[config.mk]
export PLATFORM = sky130hd
export DESIGN_NAME = dmi_req_sync
export DESIGN_NICKNAME = d
export VERILOG_FILES = /design/src/rtl/dmi_pkg.sv /design/src/rtl/dmi_pulse_sync.sv /design/src/rtl/dmi_req_sync.sv
export SDC_FILE = /design/constraint.sdc
export NUM_CORES = 1
export LEC_CHECK = 0
export CORE_UTILIZATION = 35
export DETAILED_ROUTE_END_ITERATION = 16
export PLACE_DENSITY = 0.7
export RECOVER_POWER = 25
export REMOVE_ABC_BUFFERS = 1
export SETUP_SLACK_MARGIN = 0.05
export SLEW_MARGIN = 5
export SYNTH_ARGS = -nofsm -noshare
export SYNTH_HDL_FRONTEND = slang
export SYNTH_HIERARCHICAL = 1
export SYNTH_SLANG_ARGS = --single-unit
[constraint.sdc]
create_clock -name clk -period 1.86 [get_ports clk]
set_input_delay 0.279 -clock clk [delete_from_list [all_inputs] [get_ports clk]]
set_output_delay 0.279 -clock clk [all_outputs]
set_load 0.1 [all_outputs]
[src/rtl/dmi_pkg.sv]
// dmi_pkg: shared FSM states, rd_status encodings and default address width for the DMI request bridge
package dmi_pkg;
  typedef enum logic [1:0] {IDLE, REQ, WAIT} state_t;
  localparam logic [1:0] DMI_OK = 2'b00;
  localparam logic [1:0] DMI_FAIL = 2'b10;
  localparam logic [1:0] DMI_BUSY = 2'b11;
  localparam int DMI_AWIDTH = 7;
endpackage

[src/rtl/dmi_pulse_sync.sv]
// dmi_pulse_sync: SYNC_STAGES-flop synchronizer with history flop turning a tck pulse into one registered clk-wide event (clk, rst_n, d -> pulse)
module dmi_pulse_sync #(
  parameter int SYNC_STAGES = 2
) (
  input  logic clk,
  input  logic rst_n,
  input  logic d,
  output logic pulse
);
  logic [SYNC_STAGES-1:0] sync;
  logic hist;
  always_ff @(posedge clk or negedge rst_n) begin
    if (!rst_n) begin
      sync <= '0;
      hist <= 1'b0;
      pulse <= 1'b0;
    end else begin
      sync <= {sync[SYNC_STAGES-2:0], d};
      hist <= sync[SYNC_STAGES-1];
      pulse <= sync[SYNC_STAGES-1] & ~hist;
    end
  end
endmodule

[src/rtl/dmi_req_sync.sv]
// dmi_req_sync: tck-to-clk DMI request bridge (jtag pulses in, dmi_req/dmi_rsp handshake, rd_data/rd_status out); WAIT timeout built only with DMI_REQ_TMO_EN
module dmi_req_sync import dmi_pkg::*; #(
  parameter int AWIDTH = DMI_AWIDTH,
  parameter int SYNC_STAGES = 2,
  parameter int TMO_W = 8
) (
  input  logic              clk,
  input  logic              rst_n,
  input  logic              jtag_wr_en,
  input  logic              jtag_rd_en,
  input  logic [AWIDTH-1:0] jtag_addr,
  input  logic [31:0]       jtag_wdata,
  input  logic              jtag_dmi_reset,
  output logic              dmi_req_valid,
  input  logic              dmi_req_ready,
  output logic              dmi_req_wr,
  output logic [AWIDTH-1:0] dmi_req_addr,
  output logic [31:0]       dmi_req_wdata,
  input  logic              dmi_rsp_valid,
  input  logic [31:0]       dmi_rsp_rdata,
  output logic [31:0]       rd_data,
  output logic [1:0]        rd_status
);
  if (SYNC_STAGES < 2 || SYNC_STAGES > 4) begin : g_bad_sync
    $error("SYNC_STAGES must be 2..4");
  end
  if (TMO_W < 2) begin : g_bad_tmo
    $error("TMO_W must be at least 2");
  end
  state_t state, state_n;
  logic wr_ev, rd_ev, clr_ev, req_ev, busy_ev, rsp_acc, tmo;
  dmi_pulse_sync #(.SYNC_STAGES(SYNC_STAGES)) u_wr_sync (.clk(clk), .rst_n(rst_n), .d(jtag_wr_en), .pulse(wr_ev));
  dmi_pulse_sync #(.SYNC_STAGES(SYNC_STAGES)) u_rd_sync (.clk(clk), .rst_n(rst_n), .d(jtag_rd_en), .pulse(rd_ev));
  dmi_pulse_sync #(.SYNC_STAGES(SYNC_STAGES)) u_clr_sync (.clk(clk), .rst_n(rst_n), .d(jtag_dmi_reset), .pulse(clr_ev));
  assign req_ev = wr_ev | rd_ev;
  assign busy_ev = req_ev & (state != IDLE);
  assign rsp_acc = (state == WAIT) & dmi_rsp_valid;
  assign dmi_req_valid = state == REQ;
`ifdef DMI_REQ_TMO_EN
  logic [TMO_W-1:0] cnt;
  always_ff @(posedge clk or negedge rst_n) begin
    if (!rst_n) cnt <= '0;
    else cnt <= (state == WAIT) ? cnt + 1'b1 : '0;
  end
  assign tmo = (state == WAIT) & ~dmi_rsp_valid & (&cnt);
`else
  assign tmo = 1'b0;
`endif
  always_ff @(posedge clk or negedge rst_n) begin
    if (!rst_n) state <= IDLE;
    else state <= state_n;
  end
  always_comb begin
    state_n = state;
    state_n = state == IDLE ? (req_ev ? REQ : IDLE) :
              state == REQ  ? (dmi_req_ready ? WAIT : REQ) :
              (rsp_acc | tmo) ? IDLE : WAIT;
  end
  always_ff @(posedge clk or negedge rst_n) begin
    if (!rst_n) begin
      dmi_req_wr <= 1'b0;
      dmi_req_addr <= '0;
      dmi_req_wdata <= '0;
      rd_data <= '0;
      rd_status <= DMI_OK;
    end else begin
      if (state == IDLE && req_ev) begin
        dmi_req_wr <= wr_ev;
        dmi_req_addr <= jtag_addr;
        dmi_req_wdata <= jtag_wdata;
      end
      if (rsp_acc && !dmi_req_wr) rd_data <= dmi_rsp_rdata;
      rd_status <= clr_ev ? DMI_OK :
                   busy_ev ? DMI_BUSY :
                   (tmo && rd_status != DMI_BUSY) ? DMI_FAIL : rd_status;
    end
  end
endmodule

==> flow_summary.json, run 1 <==
{
  "status": "completed",
  "slew-limit-headroom": 0.3630,
  "grt_overflow_total": 0,
  "design.core.area_um2": 9196,
  "synth-seq-cells": 87,
  "port_buffers": 152,
  "gp_congestion": 0.6765,
  "final_hold_viol_count": 0,
  "crit_arrival_ps": 1850,
  "grtUsageTotal": 0.1366,
  "drt_iter0_drc": 35,
  "diodes": 0,
  "num_io_pins": 153,
  "grt_max_degree": 42,
  "worst-slew-pin-transition_ps": 955.5,
  "min_path_type": "reg2reg",
  "fmax_mhz": 612.9,
  "drt-total-wl_um": 6542,
  "required_ps": 2070,
  "drive_above_1_share": 0.4899,
  "dieArea_um2": 9849,
  "antenna_found_initial": 0,
  "vias": 2054,
  "ys_seq_area_frac": 0.6578,
  "synth_area_leader_cell": "dfrtp_1",
  "ys.warnings.count": 6,
  "fillers": 811,
  "netlist_top_cells_area": "dfrtp_1, mux2_4, mux2_2",
  "cap_violations": 0,
  "yosysUniqueCellTypes": 20,
  "cts_max_path_buffers": 2,
  "dieWidth_um": 99.24,
  "drc": 0,
  "netlist_instances": 183,
  "final.period_utilization": 0.8772,
  "cts_resized": 0,
  "viasPerCell": 4.485,
  "grt_pass1_vias": 2221,
  "rsz0062_at_grt": "false",
  "drt_first_pass_iters": 4,
  "synth_top_cell_area_share": 0.6578,
  "setup_viol": 0,
  "clock_skew_ps": 11.30,
  "dp_hpwl_um": 4833,
  "clock_latency_ps": 340,
  "fp.dieH_um": 99.24,
  "multi_input_area_um2": 1035,
  "cts_sinks": 87,
  "avgSynthCellArea_um2": 18.08,
  "fin_nets": 421,
  "area_growth_pct": 50.06,
  "regArea_um2": 2177,
  "end_kind": "register",
  "place_inst": 442,
  "ant_nets": 0,
  "clkTransAtPathRegs_ps": 90,
  "slew_viol_final": 0,
  "finalWorstPathRequiredPeriod_ps": 1632,
  "ff2ff_setup_slack_ps": 230,
  "grt_pass1_wl_um": 10490,
  "start_kind": "register",
  "drt-wirelength-per-cell_um": 14.28,
  "cp_max_fo": 39,
  "h-tree-depth": 3,
  "final_cell_mix": "dfrtp_1, clkdlybuf4s50_1, buf_4, mux2_2, mux2_4",
  "cts_root_buf": "clkbuf_8",
  "tritoncts": "done",
  "synth.cell_area_um2": 3309,
  "initial_core_util": 0.3599,
  "worst-setup-path-type": "reg2reg",
  "layout_commonest_cell": "dfrtp_1",
  "fp-row-count": 35,
  "cts_inserted_buffers": 9,
  "final_cells": 458
}
==> worst paths after layout <==
| kind | start | cells after the start | to |
|---|---|---|---|
| max | state[0] | 4 | dmi_req_wdata[26] |
| min | u_rd_sync/sync[0] | 0 | u_rd_sync/sync[1] |
| max reg2reg | state[0] | 4 | dmi_req_wdata[26] |
| min reg2reg | u_rd_sync/sync[0] | 0 | u_rd_sync/sync[1] |
| max in group asynchronous | rst_n | 3 | rd_status[0] |
| min in group asynchronous | rst_n | 2 | dmi_req_wdata[29] |
==> worst max-delay path, stage by stage, from the launching register on <==
cell and delay, ps:
dfrtp_1 470, nor2_1 230, o21a_2 200, buf_12 220
mux2_2 360
==> cell families after synthesis <==
group	count (synthesis)	synth area share
AOI/OAI and AO/OA	7	0.01361
muxes	71	0.2779
DFF	87	0.6578
and+or+nand+nor	8	0.02608
buffers and inverters	10	0.02457
==> per-layer routing <==
layer | track usage | share of wire | vias up | wire (um)
met4 | 0.05430 | 0.011 | 0 | 74
met2 | 0.2233 | 0.47 | 104 | 3068
met1 | 0.1680 | 0.44 | 991 | 2849
li1 | - | - | 952 | -
met5 | 0 | 0 | - | 0
met3 | 0.04427 | 0.084 | 7 | 550
==> cell type report <==
| cell class | instances | area share |
|---|---|---|
| Sequential cell | 87 | 0.4384 |
| Clock inverter | 4 | 0.009574 |
| Multi-Input combinational cell | 86 | 0.2084 |
| Clock buffer | 11 | 0.02646 |
| Tap cell | 111 | 0.02797 |
| Inverter | 2 | 0.001512 |
| Timing Repair Buffer | 157 | 0.2877 |
==> flip-flops by register name, indices dropped and copies added (netlist names), 2 cells and up <==
| name | flops |
|---|---|
| dmi_req_wdata | 32 |
| rd_data | 32 |
| dmi_req_addr | 7 |
| state | 2 |
| u_clr_sync/sync | 2 |
| u_rd_sync/sync | 2 |
| u_wr_sync/sync | 2 |
==> synthesized netlist by cell type <==
master and count:
a211oi_1 1, a21oi_1 1, a22o_1 1, and2b_2 1, buf_2 2, buf_4 1
buf_6 5, dfrtp_1 87, inv_1 1, inv_2 1, mux2_2 39, mux2_4 32
nand2_1 1, nor2_1 1, nor2b_4 3, nor3_1 1, nor4b_4 1, o21a_1 1
o21ai_0 2, o22ai_1 1
==> through the flow <==
step           setup WS [ps]  hold slack, ps  setup TNS, ps  utilization  area, um2
2_1_floorplan          -1251          -16.59         -47810            -       3236
3_3_place_gp           62.25           278.7              0       0.5219       4800
3_5_place_dp           48.24           284.2              0       0.5219       4800
4_1_cts                234.5           353.4              0       0.5424       4989
5_1_grt                151.3           356.3              0       0.5400       4966
6_report               228.4           351.9              0       0.5400       4966
==> repair_timing <==
action / in CTS / in global routing
setup endpoints to repair: 0 / 0
hold endpoints to repair: 37 / 0
setup buffers: 0 / 0
hold buffers: 1 / 0
Power of run 1 is not shown: default switching activity piles up to over one toggle a cycle in this logic, so the estimate is an artifact.
==> run 2, diff against run 1 <==
--- a/config.mk
+++ b/config.mk
@@ -12,3 +12,3 @@
 export REMOVE_ABC_BUFFERS = 1
-export SETUP_SLACK_MARGIN = 0.05
+export SETUP_SLACK_MARGIN = 0.1
 export SLEW_MARGIN = 5
--- a/constraint.sdc
+++ b/constraint.sdc
@@ -3,2 +3,2 @@
 set_output_delay 0.279 -clock clk [all_outputs]
-set_load 0.1 [all_outputs]
+set_load 0.05 [all_outputs]
==> flow_summary.json, run 2 (synthesis gave the netlist of run 1 again) <==
{
  "status": "completed",
  "area_growth_pct": 53.88,
  "final.period_utilization": 0.8636,
  "ant_nets": 0,
  "final_area_um2": 5092,
  "worst-slew-pin-transition_ps": 1069,
  "cellLeakagePower_uw": 0.002312,
  "grtUsageTotal": 0.1418,
  "drt-total-wl_um": 6651,
  "drt-wirelength-per-cell_um": 14.52,
  "ff2ff_setup_slack_ps": 250,
  "worstReg2RegStart": "state[1]",
  "cts_sinks": 87,
  "layout_commonest_cell": "dfrtp_1",
  "cts_root_buf": "clkbuf_8",
  "slew_viol_final": 0,
  "drt_first_pass_iters": 2,
  "placed_cell_area_um2": 4952,
  "hold_path_end": "u_rd_sync/sync[1]",
  "cap_violations": 0,
  "p_total_uw": 10540,
  "worst-setup-path-type": "reg2reg",
  "setup_viol": 0,
  "cts_inserted_buffers": 9,
  "r2r_end": "rd_data[16]",
  "drc": 0,
  "hold_path_depth": 0,
  "vias": 2065,
  "slew-limit-headroom": 0.2874,
  "start_kind": "register",
  "cts_max_path_buffers": 2,
  "cts_setup_buffers": 0,
  "required_ps": 2100,
  "finish.utilization": 0.5537,
  "h-tree-depth": 3,
  "final_cell_mix": "dfrtp_1, clkdlybuf4s50_1, dlygate4sd2_1, mux2_2, mux2_4",
  "num_io_pins": 153,
  "crit_arrival_ps": 1840,
  "drt_iter0_drc": 21,
  "power.density_nw_per_um2": 2071,
  "dp_hpwl_um": 4691,
  "dieWidth_um": 99.24,
  "min_from": "u_rd_sync/sync[0]",
  "grt_pass1_vias": 2134,
  "clock_skew_ps": 9.327,
  "design.core.area_um2": 9196,
  "viasPerCell": 4.509,
  "grt_overflow_total": 0,
  "reg2reg_depth": 4,
  "gp_congestion": 0.7070,
  "clkTransAtPathRegs_ps": 90,
  "grt_pass1_wl_um": 10810,
  "rsz0062_at_grt": "false",
  "final_hold_viol_count": 0,
  "tritoncts": "done",
  "grt_max_degree": 44,
  "hold_slack_ps": 352.0,
  "fmax_mhz": 622.5,
  "diodes": 0,
  "end_kind": "register",
  "fp.dieH_um": 99.24,
  "ir_drop_uv": 895.0,
  "min_path_type": "reg2reg",
  "reg_top3": "dmi_req_wdata (32), rd_data (32), dmi_req_addr (7)",
  "fin_nets": 421,
  "antenna_found_initial": 0,
  "finalWorstPathRequiredPeriod_ps": 1606,
  "dieArea_um2": 9849,
  "cp_max_fo": 32,
  "clock_latency_ps": 350,
  "initial_core_util": 0.3599,
  "drive_above_1_share": 0.2882,
  "port_buffers": 152,
  "fp-row-count": 35
}
==> run 2: cell types whose count changed in the layout (fill, tap and decap cells not counted), sizes merged <==
cell / change
buf: -71
clkinv: -1
dlygate4sd2: +71
clkbuf: -1
bufinv: +2
==> run 2: critical path, stage by stage, from the launching register on <==
cell     delay (ps)
dfrtp_1         450
inv_2            70
nor4b_4         310
buf_12          280
mux2_2          360
==> run 2: where the power goes <==
group          total (uW)  switching, uW  internal [uW]  leakage (uW)
clock network        1560            640            924      0.000119
logic                5800           3820           1980       0.00116
registers            3180            444           2740       0.00103
==> run 2: stage by stage <==
stage / cells / TNS, ps / setup WS [ps]
final: 458 / 0 / 253.6
after CTS: 458 / 0 / 232.7
after floorplan: 175 / -39700 / -997.9
after global routing: 458 / 0 / 162.5
after global placement: 442 / 0 / 64.41
after detailed placement: 442 / 0 / 52.85
==> run 2: cell type report <==
class | count | area, um2
clock buffer | 10 | 137.6
clock inverter | 5 | 106.4
fill | 822 | 4104
inverter | 2 | 7.507
multi-input combinational | 86 | 1032
sequential | 87 | 2177
tap | 111 | 138.9
timing repair buffer | 157 | 1493
==> run 2: repair_timing <==
item	4_1_cts	5_1_grt
setup endpoints to repair	71	0
resized for setup	71	0
hold endpoints to repair	41	0
hold buffers	1	0
==> run 2: layer usage <==
metal / up-vias / share of wire / track usage
li1: 956 / - / -
met4: 0 / 0.0072 / 0.04751
met3: 6 / 0.085 / 0.05060
met1: 998 / 0.46 / 0.1910
met2: 105 / 0.45 / 0.2131
met5: - / 0 / 0
==> run 2: worst max path at each step <==
| stage | to | depth (start not counted) | startpoint | slack [ps] |
|---|---|---|---|---|
| after floorplan | rd_data[15] | 2 | dmi_req_wr | -1000 |
| after global placement | rd_data[16] | 4 | dmi_rsp_valid | 60 |
| after detailed placement | rd_data[15] | 4 | dmi_rsp_valid | 50 |
| after CTS | rd_data[15] | 3 | state[0] | 230 |
| after global routing | rd_status[0] | 3 | rst_n | 160 |
| final | rd_data[16] | 4 | state[1] | 250 |
(Power assumes the default switching activity.)
